<file path="src/rtl/flappy_pkg.sv">
// -----------------------------------------------------------------------------
// flappy_pkg
// Shared definitions for the flappy game datapath: screen geometry, the
// colour codes the object modules use, and the state encoding of the sprite
// plotter FSM.
// -----------------------------------------------------------------------------
package flappy_pkg;

  // Visible screen area of the VGA adapter, in pixels
  localparam int X_MAX = 160;
  localparam int Y_MAX = 120;

  // 3-bit RGB colour codes; black doubles as the erase colour
  localparam logic [2:0] COL_BLACK = 3'b000;
  localparam logic [2:0] COL_PINK  = 3'b101;

  // Sprite plotter states: waiting for a new triple, emitting pixels,
  // and a one-cycle gap before the next triple is considered
  typedef enum logic [1:0] {
    IDLE = 2'd0,
    PLOT = 2'd1,
    DONE = 2'd2
  } plot_state_t;

endpackage

</file>
<file path="src/rtl/sprite_plotter_if.sv">
// -----------------------------------------------------------------------------
// sprite_plotter_if
// Bundles the object-side coordinate/colour triple and the adapter-side pixel
// write stream of the sprite plotter.
//   in_x, in_y, in_colour     : sprite top-left corner and colour (object side)
//   vga_x, vga_y, vga_colour  : pixel address and colour (adapter side)
//   vga_plot                  : adapter writeEn, one pixel per cycle high
//   busy                      : high while a sprite is being emitted
// master = object module / bench side, slave = the plotter itself.
// -----------------------------------------------------------------------------
interface sprite_plotter_if;

  logic [7:0] in_x;
  logic [6:0] in_y;
  logic [2:0] in_colour;
  logic [7:0] vga_x;
  logic [6:0] vga_y;
  logic [2:0] vga_colour;
  logic       vga_plot;
  logic       busy;

  modport master (
    output in_x, in_y, in_colour,
    input  vga_x, vga_y, vga_colour, vga_plot, busy
  );

  modport slave (
    input  in_x, in_y, in_colour,
    output vga_x, vga_y, vga_colour, vga_plot, busy
  );

endinterface

</file>
<file path="src/rtl/sprite_plotter_offset_counter.sv">
// -----------------------------------------------------------------------------
// sprite_offset_counter
// Nested offset counter that walks a SIZE x SIZE sprite in row-major order:
// dx runs fastest and wraps into dy.
//   clk50, reset : clock and asynchronous active-high reset
//   clear        : synchronously return both offsets to zero
//   enable       : advance one pixel this cycle
//   dx, dy       : current column / row offset inside the sprite
//   last         : current offset is the bottom-right pixel
// -----------------------------------------------------------------------------
module sprite_offset_counter #(
  parameter int SIZE = 4
) (
  input  logic       clk50,
  input  logic       reset,
  input  logic       clear,
  input  logic       enable,
  output logic [2:0] dx,
  output logic [2:0] dy,
  output logic       last
);

  localparam logic [2:0] MAX_OFF = 3'(SIZE - 1);

  logic row_end;

  assign row_end = (dx == MAX_OFF);
  assign last    = row_end && (dy == MAX_OFF);

  // Offset registers: clear has priority over enable so the FSM can park the
  // counter at the origin while it waits for the next sprite.
  always_ff @(posedge clk50 or posedge reset) begin
    if (reset) begin
      dx <= 3'd0;
      dy <= 3'd0;
    end else if (clear) begin
      dx <= 3'd0;
      dy <= 3'd0;
    end else if (enable) begin
      if (row_end) begin
        dx <= 3'd0;
        dy <= (dy == MAX_OFF) ? 3'd0 : dy + 3'd1;
      end else begin
        dx <= dx + 3'd1;
      end
    end
  end

endmodule

</file>
<file path="src/rtl/sprite_plotter.sv">
// -----------------------------------------------------------------------------
// sprite_plotter
// Turns the x/y/colour triple an object module presents into a stream of
// single-pixel writes for the VGA adapter. Any change of the triple draws one
// SIZE x SIZE square at (x, y); pixels that fall off screen are suppressed
// but still take their cycle, so every sprite lasts the same time.
//   clk50, reset : 50 MHz clock and asynchronous active-high reset
//   bus          : slave side of sprite_plotter_if (triple in, pixels out)
// -----------------------------------------------------------------------------
module sprite_plotter #(
  parameter int SIZE  = 4,
  parameter int X_MAX = flappy_pkg::X_MAX,
  parameter int Y_MAX = flappy_pkg::Y_MAX
) (
  input logic              clk50,
  input logic              reset,
  sprite_plotter_if.slave  bus
);

  import flappy_pkg::*;

  plot_state_t state, next_state;

  logic [7:0] sx;
  logic [6:0] sy;
  logic [2:0] scol;
  logic [2:0] dx, dy;
  logic       last_pixel;
  logic       cnt_clear;
  logic       cnt_enable;
  logic       triple_changed;
  logic [8:0] px;
  logic [7:0] py;
  logic       in_bounds;

  sprite_offset_counter #(.SIZE(SIZE)) u_offset (
    .clk50  (clk50),
    .reset  (reset),
    .clear  (cnt_clear),
    .enable (cnt_enable),
    .dx     (dx),
    .dy     (dy),
    .last   (last_pixel)
  );

  assign triple_changed = {bus.in_x, bus.in_y, bus.in_colour} != {sx, sy, scol};

  // Sums are one bit wider than the screen coordinates so a sprite near the
  // right/bottom edge is clipped instead of wrapping to the opposite side.
  assign px        = {1'b0, sx} + {6'b0, dx};
  assign py        = {1'b0, sy} + {5'b0, dy};
  assign in_bounds = (px < 9'(X_MAX)) && (py < 8'(Y_MAX));

  // State register
  always_ff @(posedge clk50 or posedge reset) begin
    if (reset) begin
      state <= IDLE;
    end else begin
      state <= next_state;
    end
  end

  // Shadow of the last accepted triple; only sampled while idle, so changes
  // arriving mid-sprite wait and only the newest one is picked up.
  always_ff @(posedge clk50 or posedge reset) begin
    if (reset) begin
      sx   <= 8'd0;
      sy   <= 7'd0;
      scol <= 3'd0;
    end else if (state == IDLE && triple_changed) begin
      sx   <= bus.in_x;
      sy   <= bus.in_y;
      scol <= bus.in_colour;
    end
  end

  // Next-state logic
  always_comb begin
    next_state = state;
    case (state)
      IDLE:    if (triple_changed) next_state = PLOT;
      PLOT:    if (last_pixel)     next_state = DONE;
      DONE:    next_state = IDLE;
      default: next_state = IDLE;
    endcase
  end

  // Outputs: the counter is held at the origin whenever idle and runs only
  // while plotting; the pixel stream is a pure function of registered state.
  always_comb begin
    cnt_clear      = (state == IDLE);
    cnt_enable     = (state == PLOT);
    bus.vga_x      = px[7:0];
    bus.vga_y      = py[6:0];
    bus.vga_colour = scol;
    bus.vga_plot   = (state == PLOT) && in_bounds;
    bus.busy       = (state != IDLE);
  end

endmodule

</file>
<file path="src/flat_wrapper.sv">
// flat-port wrapper written by rule: the top's interface ports become plain ports
module sprite_plotter_flat import flappy_pkg::*;
#(
  parameter int SIZE  = 4,
  parameter int X_MAX = flappy_pkg::X_MAX,
  parameter int Y_MAX = flappy_pkg::Y_MAX
)
  (clk50, reset, bus_in_x, bus_in_y, bus_in_colour, bus_vga_x, bus_vga_y, bus_vga_colour, bus_vga_plot, bus_busy);
  sprite_plotter_if bus_i ();
  input logic clk50;
  input logic reset;
  input wire logic [$bits(bus_i.in_x)-1:0] bus_in_x;
  input wire logic [$bits(bus_i.in_y)-1:0] bus_in_y;
  input wire logic [$bits(bus_i.in_colour)-1:0] bus_in_colour;
  output wire logic [$bits(bus_i.vga_x)-1:0] bus_vga_x;
  output wire logic [$bits(bus_i.vga_y)-1:0] bus_vga_y;
  output wire logic [$bits(bus_i.vga_colour)-1:0] bus_vga_colour;
  output wire logic [$bits(bus_i.vga_plot)-1:0] bus_vga_plot;
  output wire logic [$bits(bus_i.busy)-1:0] bus_busy;
  assign bus_i.in_x = bus_in_x;
  assign bus_i.in_y = bus_in_y;
  assign bus_i.in_colour = bus_in_colour;
  assign bus_vga_x = bus_i.vga_x;
  assign bus_vga_y = bus_i.vga_y;
  assign bus_vga_colour = bus_i.vga_colour;
  assign bus_vga_plot = bus_i.vga_plot;
  assign bus_busy = bus_i.busy;
  sprite_plotter #(.SIZE(SIZE), .X_MAX(X_MAX), .Y_MAX(Y_MAX)) u_core (.clk50(clk50), .reset(reset), .bus(bus_i));
endmodule
</file>
<file path="config.mk">
export PLATFORM = sky130hd
export DESIGN_NAME = sprite_plotter_flat
export DESIGN_NICKNAME = d
export VERILOG_FILES = /design/src/rtl/flappy_pkg.sv /design/src/rtl/sprite_plotter_if.sv /design/src/rtl/sprite_plotter_offset_counter.sv /design/src/rtl/sprite_plotter.sv /design/src/flat_wrapper.sv
export SDC_FILE = /design/constraint.sdc
export NUM_CORES = 1
export LEC_CHECK = 0
export CAP_MARGIN = 20
export CELL_PAD_IN_SITES_DETAIL_PLACEMENT = 0
export CELL_PAD_IN_SITES_GLOBAL_PLACEMENT = 1
export CORE_MARGIN = 2
export CORE_UTILIZATION = 49
export CTS_CLUSTER_SIZE = 30
export DETAILED_ROUTE_END_ITERATION = 10
export DONT_BUFFER_PORTS = 1
export PLACE_DENSITY = 0.79
export SLEW_MARGIN = 40
export SYNTH_ARGS = -nofsm -noshare
export SYNTH_HDL_FRONTEND = slang
export SYNTH_SLANG_ARGS = --single-unit
</file>
<file path="constraint.sdc">
create_clock -name clk50 -period 3.1 [get_ports clk50]
set_clock_uncertainty 0.2 [all_clocks]
set_input_delay 0.465 -clock clk50 [delete_from_list [all_inputs] [get_ports clk50]]
set_output_delay 0.465 -clock clk50 [all_outputs]
set_load 0.005 [all_outputs]
</file>
==> results.sh <==
export IMPL_portBuffers=0
export IMPL_finalCritPeriodShare=0.920
export IMPL_hold_depth=1
export IMPL_syn_nets=186
export IMPL_placed_cell_area_sq_um=1740
export IMPL_path_cells="ha_1, inv_1, fa_1, nor2b_1, o211a_1, nand3b_1, o311ai_0, and4_1"
export IMPL_rows=21
export IMPL_min_delay_start="bus_in_y[3]"
export IMPL_synthDistinctLibCells=37
export IMPL_synth_top_area_cell="dfrtp_1"
export IMPL_rr_startpoint="u_core.sx[5]"
export IMPL_clockPowerShare=0.098
export IMPL_drtIter0Drc=54
export IMPL_cts_sinks=26
export IMPL_postCtsSetupRepairBufs=0
export IMPL_p_comb_frac=0.513
export IMPL_h_tree_depth=1
export IMPL_layout_commonest_cell="dfrtp_1"
export IMPL_die_h_um=63.4
export IMPL_netlist_instances=156
export IMPL_rsz0062_at_grt="no"
export IMPL_timing_final_ws_setup_ps=248
export IMPL_clk_latency_ps=320
export IMPL_firstDrtPassIters=4
export IMPL_fin_crit_ps=2850
export IMPL_root_buffer="clkbuf_4"
export IMPL_clk_pin_slew_ps=150
export IMPL_gr_total_overflow=0
export IMPL_fp_dieW_um=63.4
export IMPL_max_cap_violations=0
export IMPL_relSlewSlack=0.618
export IMPL_grt_max_degree=27
export IMPL_start_util=0.514
export IMPL_preCtsSetupSlack_ps=622
export IMPL_grt_use_total=0.177
export IMPL_cts_tree="built"
export IMPL_power_leakage_nw=0.846
export IMPL_dp_hpwl_mm=2.57
export IMPL_grt_first_pass_wirelength_mm=5.55
export IMPL_postLayoutCellArea_sq_um=1790
export IMPL_setup_violations=0
export IMPL_hold_viol_final=0
export IMPL_synth_edff_count=0
export IMPL_utilization=0.532
export IMPL_fillCellCount=328
export IMPL_syn_avg_cell_area_sq_um=11.1
export IMPL_p_sw_uw=754
export IMPL_ir_worst_vdd_mv=0.431
export IMPL_hold_end="u_core.sy[3]"
export IMPL_antenna_found_initial=0
export IMPL_core_area_sq_um=3360
export IMPL_hold_buffers=1
export IMPL_timing_rr_end="u_core.sy[6]"
export IMPL_synth_top_area_frac=0.376
export IMPL_p_sw_frac=0.416
export IMPL_diodes=0
export IMPL_cp_max_fo=4
export IMPL_area_growth_pct=3.47
export IMPL_critPathKind="flip-flop to output port"
export IMPL_final_nets=189
export IMPL_multi_input_area_sq_um=975
export IMPL_fin_tns_setup_ps=0
export IMPL_reg2regPathDepth=6
export IMPL_outcome="finished, final reports clean"
export IMPL_synth_ff_type="dfrtp_1"
export IMPL_drive_gt1_frac=0.171
export IMPL_grt_pass1_vias=1180
export IMPL_power_density_nw_per_um2=1010
export IMPL_antenna_left=0
export IMPL_gp_congestion=0.826
export IMPL_post_drt_via_cell_ratio=5.36
export IMPL_syn_cell_area_sq_um=1730
export IMPL_routed_wl_mm=3.33
export IMPL_cts_resized=0
export IMPL_cp_required_ps=2430
export IMPL_max_freq_mhz=351
export IMPL_synth_area_leaders="dfrtp_1 38%, xor2_1 9.6%, mux2_4 8.7%"
export IMPL_power_mw=1.81
export IMPL_p_int_mw=1.06
export IMPL_synth_seq_cells=26
export IMPL_slowest_delay_ps=420
export IMPL_reg2reg_setup_slack_ps=820
export IMPL_drc_errors=0
export IMPL_clockBufferDepth=2
export IMPL_synth_async_sr_flop_share=1.00
export IMPL_regArea_sq_um=651
export IMPL_cp_arrival_ps=2190
export IMPL_routed_via_count=1093
export IMPL_cts_made_buffers=3
export IMPL_start_kind="flip-flop"
export IMPL_min_path_type="primary input to flip-flop"
export IMPL_critPathLaunch="u_core.u_offset.dx[0]"
export IMPL_cp_end_kind="output port"
export IMPL_routedWlPerCell_um=16.3
export IMPL_io_pins=40
export IMPL_cp_slowest_cell="dfrtp_1"
export IMPL_yosysSeqAreaShare=0.376
export IMPL_worst_pin_slew_ps=572
export IMPL_dieArea_sq_um=4020
export IMPL_seq_power_share=0.390
export IMPL_finalMaxSlewViolations=0
export IMPL_ys_warn_count=0
export IMPL_final_cell_mix="26 x dfrtp_1, 19 x xor2_1, 11 x inv_1, 10 x xnor2_1, 10 x mux2_4"
[cell type report]
class                      instances  area share
clock buffer                       4      0.0203
tap                               46      0.0322
inverter                          12      0.0252
sequential                        26       0.364
multi-input combinational        113       0.545
timing repair buffer               3      0.0140
[per-stage QoR]
step	instances	hold WS (ps)
2_1_floorplan	156	283
3_3_place_gp	199	298
3_5_place_dp	199	242
4_1_cts	204	64.0
5_1_grt	204	47.1
6_report	204	71.9
[cells in the mapped netlist (2+ instances only)]
library cell	count
inv_1	12
mux2_4	10
nor4_1	4
nand2b_1	3
a21oi_1	3
nand2_1	8
mux2_2	8
nor2_1	5
nor3_1	2
nor2b_1	4
nand3_1	3
a21o_1	4
xor2_1	19
ha_1	8
xnor2_1	10
a211oi_1	2
dfrtp_1	26
o21ai_0	3
buf_6	3
fa_1	2
[power groups by stage]
stage | sequential [mW] | combinational [mW] | clock [mW]
6_report | 0.706 | 0.928 | 0.177
5_1_grt | 0.739 | 1.04 | 0.195
4_1_cts | 0.706 | 0.940 | 0.181
3_5_place_dp | 0.714 | 0.930 | 0
3_3_place_gp | 0.705 | 0.909 | 0
2_1_floorplan | 0.636 | 0.859 | 0
[logic make-up after synthesis]
group,count (synthesis),synth area share
xor+xnor,29,0.147
simple gates,35,0.107
fa+ha+maj,10,0.0810
buf+inv,17,0.0601
flops,26,0.376
compound gates,20,0.0839
mux,19,0.145
[critical path, delay by kind of cell (launching register included)]
kind,cells,cell delay (ps)
AO/OA/AOI/OAI,2,310
adder cells (fa/ha/maj),2,610
buffers and inverters,1,60
flip-flops,1,420
AND/OR/NAND/NOR,3,470
[layer usage]
| metal | up-vias | track usage | part of all wire |
|---|---|---|---|
| li1 | 535 | - | - |
| met1 | 531 | 0.225 | 0.45 |
| met2 | 25 | 0.291 | 0.49 |
| met3 | 2 | 0.0446 | 0.053 |
| met4 | 0 | 0.0625 | 0.0087 |
| met5 | - | 0 | 0 |
[registers in the layout, indices dropped and copies added (netlist names)]
| register | count |
|---|---|
| u_core.sy | 7 |
| u_core.state | 2 |
| u_core.u_offset.dx | 3 |
| u_core.bus.vga_colour | 3 |
| u_core.u_offset.dy | 3 |
| u_core.sx | 8 |
[how the worst max path moves through the flow]
stage / to / slack [ps] / depth (start not counted)
finish: bus_vga_plot / 250 / 8
global route: bus_vga_plot / 30 / 8
CTS: bus_vga_plot / 240 / 8
detailed placement: bus_vga_plot / 620 / 8
global placement: bus_vga_plot / 650 / 8
floorplan: bus_vga_plot / 780 / 8
Note: power is estimated with default switching activity, not from simulation.
